<file path="src/rtl/uart_tx_feeder.sv">
// Byte FIFO plus REQ/ACK handshake FSM feeding the UART TX shift register.
// Latency: byte written at edge k raises TX_START_REQ after edge k+1; one byte per four-phase handshake.
// Backpressure: writes while FULL are dropped and latch OVERFLOW; the FSM waits indefinitely on TX_START_ACK.

module uart_tx_feeder_fifo #(
    parameter int W     = 8,
    parameter int DEPTH = 16,
    parameter int AW    = 4
) (
    input  logic          CLK,
    input  logic          RST,
    input  logic          wr_vld,
    input  logic [W-1:0]  wr_dat,
    input  logic          rd_en,
    output logic [W-1:0]  rd_dat,
    output logic          full,
    output logic          empty,
    output logic [AW:0]   count
);
    localparam logic [AW:0] FULL_CNT = (AW+1)'(DEPTH);

    logic [W-1:0]  storage [DEPTH];
    logic [AW-1:0] wr_ptr_q, wr_ptr_d;
    logic [AW-1:0] rd_ptr_q, rd_ptr_d;
    logic [AW:0]   count_q, count_d;
    logic          wr_fire;
    logic          rd_fire;

    assign full   = (count_q == FULL_CNT);
    assign empty  = (count_q == '0);
    assign count  = count_q;
    assign rd_dat = storage[rd_ptr_q];

    // Pointers are exactly AW bits wide, so wrap modulo DEPTH is free.
    always_comb begin
        wr_fire  = wr_vld && !full;
        rd_fire  = rd_en && !empty;
        wr_ptr_d = wr_fire ? wr_ptr_q + 1'b1 : wr_ptr_q;
        rd_ptr_d = rd_fire ? rd_ptr_q + 1'b1 : rd_ptr_q;
        count_d  = count_q;
        case ({wr_fire, rd_fire})
            2'b10:   count_d = count_q + 1'b1;
            2'b01:   count_d = count_q - 1'b1;
            default: count_d = count_q;
        endcase
    end

    always_ff @(posedge CLK) begin
        if (RST) begin
            wr_ptr_q <= '0;
            rd_ptr_q <= '0;
            count_q  <= '0;
        end else begin
            wr_ptr_q <= wr_ptr_d;
            rd_ptr_q <= rd_ptr_d;
            count_q  <= count_d;
        end
    end

    always_ff @(posedge CLK) begin
        if (wr_fire) begin
            storage[wr_ptr_q] <= wr_dat;
        end
    end
endmodule

module uart_tx_feeder #(
    parameter int DATA_WIDTH = 8,
    parameter int DEPTH      = 16,
    parameter int ADDR_WIDTH = 4
) (
    input  logic                  CLK,
    input  logic                  RST,
    input  logic                  WR_EN,
    input  logic [DATA_WIDTH-1:0] WR_DATA,
    output logic                  FULL,
    output logic                  EMPTY,
    output logic [ADDR_WIDTH:0]   COUNT,
    output logic                  OVERFLOW,
    output logic [DATA_WIDTH-1:0] TX_DATA,
    output logic                  TX_START_REQ,
    input  logic                  TX_START_ACK,
    output logic                  BUSY
);
    generate
        if (DEPTH != (1 << ADDR_WIDTH) || DEPTH < 2) begin : g_bad_depth
            $error("uart_tx_feeder: DEPTH must equal 2**ADDR_WIDTH and be >= 2");
        end
    endgenerate

    typedef enum logic [1:0] {
        IDLE     = 2'd0,
        REQ_WAIT = 2'd1,
        ACK_WAIT = 2'd2
    } state_t;

    state_t                state_q, state_d;
    logic                  req_q, req_d;
    logic                  busy_q, busy_d;
    logic                  overflow_q, overflow_d;
    logic [DATA_WIDTH-1:0] tx_data_q, tx_data_d;
    logic                  pop;
    logic [DATA_WIDTH-1:0] head_dat;
    logic                  fifo_full;
    logic                  fifo_empty;

    uart_tx_feeder_fifo #(
        .W     (DATA_WIDTH),
        .DEPTH (DEPTH),
        .AW    (ADDR_WIDTH)
    ) u_fifo (
        .CLK    (CLK),
        .RST    (RST),
        .wr_vld (WR_EN),
        .wr_dat (WR_DATA),
        .rd_en  (pop),
        .rd_dat (head_dat),
        .full   (fifo_full),
        .empty  (fifo_empty),
        .count  (COUNT)
    );

    always_comb begin
        state_d    = state_q;
        req_d      = req_q;
        tx_data_d  = tx_data_q;
        pop        = 1'b0;
        overflow_d = overflow_q || (WR_EN && fifo_full);
        case (state_q)
            IDLE: begin
                // A stray ACK here is ignored; only FIFO occupancy starts a handshake.
                if (!fifo_empty) begin
                    pop       = 1'b1;
                    tx_data_d = head_dat;
                    req_d     = 1'b1;
                    state_d   = REQ_WAIT;
                end
            end
            REQ_WAIT: begin
                if (TX_START_ACK) begin
                    req_d   = 1'b0;
                    state_d = ACK_WAIT;
                end
            end
            ACK_WAIT: begin
                if (!TX_START_ACK) begin
                    state_d = IDLE;
                end
            end
            default: begin
                req_d   = 1'b0;
                state_d = IDLE;
            end
        endcase
        busy_d = (state_d != IDLE);
    end

    always_ff @(posedge CLK) begin
        if (RST) begin
            state_q    <= IDLE;
            req_q      <= 1'b0;
            busy_q     <= 1'b0;
            overflow_q <= 1'b0;
            tx_data_q  <= '0;
        end else begin
            state_q    <= state_d;
            req_q      <= req_d;
            busy_q     <= busy_d;
            overflow_q <= overflow_d;
            tx_data_q  <= tx_data_d;
        end
    end

    assign FULL         = fifo_full;
    assign EMPTY        = fifo_empty;
    assign OVERFLOW     = overflow_q;
    assign TX_DATA      = tx_data_q;
    assign TX_START_REQ = req_q;
    assign BUSY         = busy_q;
endmodule

</file>
<file path="config.mk">
export PLATFORM = sky130hd
export DESIGN_NAME = uart_tx_feeder
export DESIGN_NICKNAME = d
export VERILOG_FILES = /design/src/rtl/uart_tx_feeder.sv
export SDC_FILE = /design/constraint.sdc
export NUM_CORES = 1
export LEC_CHECK = 0
export CAP_MARGIN = 0
export CORE_ASPECT_RATIO = 0.8
export CORE_MARGIN = 8
export CORE_UTILIZATION = 60
export CTS_BUF_LIST = sky130_fd_sc_hd__clkbuf_16
export CTS_CLUSTER_DIAMETER = 60
export DETAILED_ROUTE_END_ITERATION = 16
export PLACE_DENSITY_LB_ADDON = 0.2
export SKIP_LAST_GASP = 1
export SLEW_MARGIN = 25
export SYNTH_ARGS = -nofsm -noshare
export SYNTH_HDL_FRONTEND = slang
export SYNTH_SLANG_ARGS = --single-unit
export TNS_END_PERCENT = 100
</file>
<file path="constraint.sdc">
create_clock -name CLK -period 3.4 [get_ports CLK]
set_input_delay 0.68 -clock CLK [delete_from_list [all_inputs] [get_ports CLK]]
set_output_delay 0.68 -clock CLK [all_outputs]
set_load 0.005 [all_outputs]
</file>
==> impl_results.md <==
* CTS root buf: clkbuf_16
* Share of layout cells above drive strength 1 at 12.1%
* Via Count at 3,499
* Hold Buf Count CTS at 0
* Final hold vios at 0
* Max_cap viols at 0
* Main combinational cell family by area after synthesis: multiplexers
* Starting Density at 61.2%
* Hold Path Cell Cnt at 2
* H-tree depth at 4
* Number of port buffers at 29
* Share of the synthesized area in the top cell type at 61.6%
* Combinational Power Share at 19.4%
* Top cells by count, synth: edfxtp_1 (128), mux2i_1 (63), nor2_1 (39)
* Total grt overflow at 0
* Slew @ Worst Pin at 0.795 ns
* R2R setup slack at 0.47 ns
* Cell internal pwr at 3.59 mW
* HPWL after DPL at 8250 um
* Kind of end point of the critical path: flop
* Die height at 107 um
* Hold endpoint: OVERFLOW
* Fin crit period at 2.93 ns
* Clock network power share at 34.3%
* Drt drc at 0
* Proportion of synthesized area in mux cells at 11.0%
* Pin count of the biggest net entering global routing at 31
* Clock Sink Count at 154
* DRT Wirelength at 12,300 um
* Post-synthesis adder-cell area fraction at 1.80%
* Sum of negative setup slack at 0 ns
* Critical Path AT at 3.23 ns
* R2r endpoint: u_fifo.count[4]
* Floorplan core area at 10,200 um^2
* Fin cells at 603
* Crit-path max cell delay at 0.51 ns
* Xor/xnor share of the synthesized area at 1.54%
* Worst R2R Start: u_fifo.count[1]
* Max clock buf depth at 2
* Antenna violations before repair at 0
* Switching power share of the total at 27.4%
* Post-synth ARST share at 0%
* Synth Register Bits at 154
* Cells after synthesis at 412
* Num ports at 30
* Final period util at 86.3%
* Postcts setup bufs at 0
* RSZ-0062 raised after global routing: false
* Placed insts at 571
* CP startpoint kind: flop
* Synthesized area per cell at 15.1 um^2
* Syn Nets at 433
* Type of the most critical hold path: flop to flop
* Final Slew Violations at 0
* Routability Congestion at 0.830
* Hold_ws at 0.463 ns
* Compound-Gate Fraction of Synth Area at 6.74%
* Die W at 130 um
* Drt first-iter violations at 371
* WL/cell at 20.4 um
* Final setup vio count at 0
* CP required at 3.70 ns
* Min-delay src: OVERFLOW
* CTS tree: done
* Top-count cell post-synth: edfxtp_1
* Post-Synthesis Cell Area at 6240 um^2
* Drt via density at 5.80
* Critical path cell sequence: nor4_1 > a21boi_1 > inv_1 > ha_1 > xor2_1 > ha_1 > o21a_1 > o21a_1 > o32ai_1 > mux2_2
* Simple-gate share of the synthesized area at 6.56%
* Maximum vdd drop at 464 uV
* Worst-path maximum fanout at 10
* Synth Flop Type: edfxtp_1
* Clock Latency Late Sink at 0.41 ns
* First-pass GRT wire length at 18,900 um
* Reg clk slew, reported paths at 0.06 ns
* Vias in the first global route at 3,496
* Slew margin rel. at 46.8%
* Clock Skew at 0.00635 ns
* Fmax at 341 MHz
* Synth unique cells at 46
* Area contributors post-synth: edfxtp_1 (62%), mux2i_1 (10%), dfxtp_1 (8.3%)
* Crit path kind: flop to flop
* Resized Gates After CTS at 0
* CTS buffer count at 17
* DRT antenna net count at 0
* Area leader, netlist: edfxtp_1
* Drt pass-1 iters at 4
* Power per Cell Area at 683 nW/um^2
* Post-synth EDFFs at 128
* Ys Warns at 0
* Nets at 471
* Switching power at 1.36 mW
* Outcome: completed
* Ant. Diodes at 0
* R2R cell count at 10
* Sequential power share at 46.3%
* Total leakage power at 2.33 nW
* Global Route Usage Sum at 18.7%
* Slowest cell on crit path: nor4_1
* Die ar. at 13,900 um^2
* Sequential-to-total area share from yosys stat at 69.9%
* Core Rows at 33
* Area grow syn2layout at 16.1%
[state kept, by name, indices dropped and copies added (netlist names), 2 cells and up]
signal	cells
u_fifo.rd_ptr_q	4
u_fifo.wr_ptr_q	4
u_fifo.storage	128
state_q	2
u_fifo.count	5
TX_DATA	8
[layer usage]
metal / wire [um] / up-vias / GRT usage [%]
met1: 5190 / 1707 / 23.9
met3: 1110 / 11 / 5.90
met5: 0 / - / 0
met4: 143 / 0 / 7.11
met2: 5830 / 121 / 29.2
li1: - / 1660 / -
[layout by cell type, fill, tap and decap left out, drive strengths merged, types with 2 or more instances in the layout]
master	synthesis	routed
edfxtp	128	128
mux2i	63	63
nor2	39	39
o22ai	30	30
clkdlybuf4s50	0	29
dfxtp	26	26
clkbuf	12	17
buf	15	17
ha	9	9
nor4	8	8
clkinv	0	8
xor2	7	7
a211oi	7	7
inv	5	7
nand2	6	6
nor3	5	5
nor3b	4	4
a21oi	4	4
xnor2	4	4
clkinvlp	0	4
o211ai	4	4
nand2b	3	3
nand3b	3	3
or3b	3	3
o21ai	3	3
or3	2	2
mux4	2	2
a31oi	2	2
o21a	2	2
and3	2	2
a21boi	2	2
a2111oi	2	2
or2	2	2
[power groups by stage]
stage               Sequential [mW]  Clock (mW)  Combinational (mW)
floorplan                      2.28           0               0.639
global placement               2.32           0               0.934
detailed placement             2.33           0               0.962
CTS                            2.29        1.71               0.965
global route                   2.31        1.80                1.05
finish                         2.29        1.70               0.958
[logic make-up after synthesis]
group,count (synthesis)
AOI/OAI and AO/OA,60
xor gates and xnor gates,11
adders and majority gates,9
buffers and inverters,32
DFF,154
muxes,66
and+or+nand+nor,80
[final cells by class]
cell class                 instances  area (um^2)
sequential                       154         4370
fill                             684         2950
multi-input combinational        226         1730
clock buffer                      17          425
timing repair buffer              46          418
tap                              140          175
clock inverter                    15          110
inverter                           5         18.8
[worst max-delay path: cells and delay by family, from the launching register on]
kind                     cells  cell delay (ns)
AND/OR/NAND/NOR              1             0.51
XOR/XNOR                     1             0.11
AO/OA/AOI/OAI                4             0.75
multiplexers                 1             0.36
buffers and inverters        1             0.11
flip-flops                   1             0.40
adder cells (fa/ha/maj)      2             0.58
[how the worst max path moves through the flow]
stage / depth (start not counted) / endpoint / from / slack [ns]
finish: 10 / u_fifo.count[4] / u_fifo.count[1] / 0.47
global route: 10 / u_fifo.count[4] / u_fifo.count[1] / 0.31
CTS: 10 / u_fifo.count[4] / u_fifo.count[1] / 0.47
detailed placement: 10 / u_fifo.count[4] / WR_EN / 0.17
global placement: 10 / u_fifo.count[4] / WR_EN / 0.26
floorplan: 10 / u_fifo.count[4] / WR_EN / 0.50
[per-stage QoR]
stage / util (%) / setup WS, ns / area (um^2) / total power [mW]
after global placement: 65.8 / 0.259 / 6710 / 3.25
after floorplan: - / 0.500 / 6240 / 2.91
after global routing: 71.0 / 0.314 / 7240 / 5.15
after CTS: 71.0 / 0.468 / 7240 / 4.97
after detailed placement: 65.8 / 0.171 / 6710 / 3.29
final: 71.0 / 0.467 / 7240 / 4.95
No activity file was read; power rests on OpenSTA's default activity.
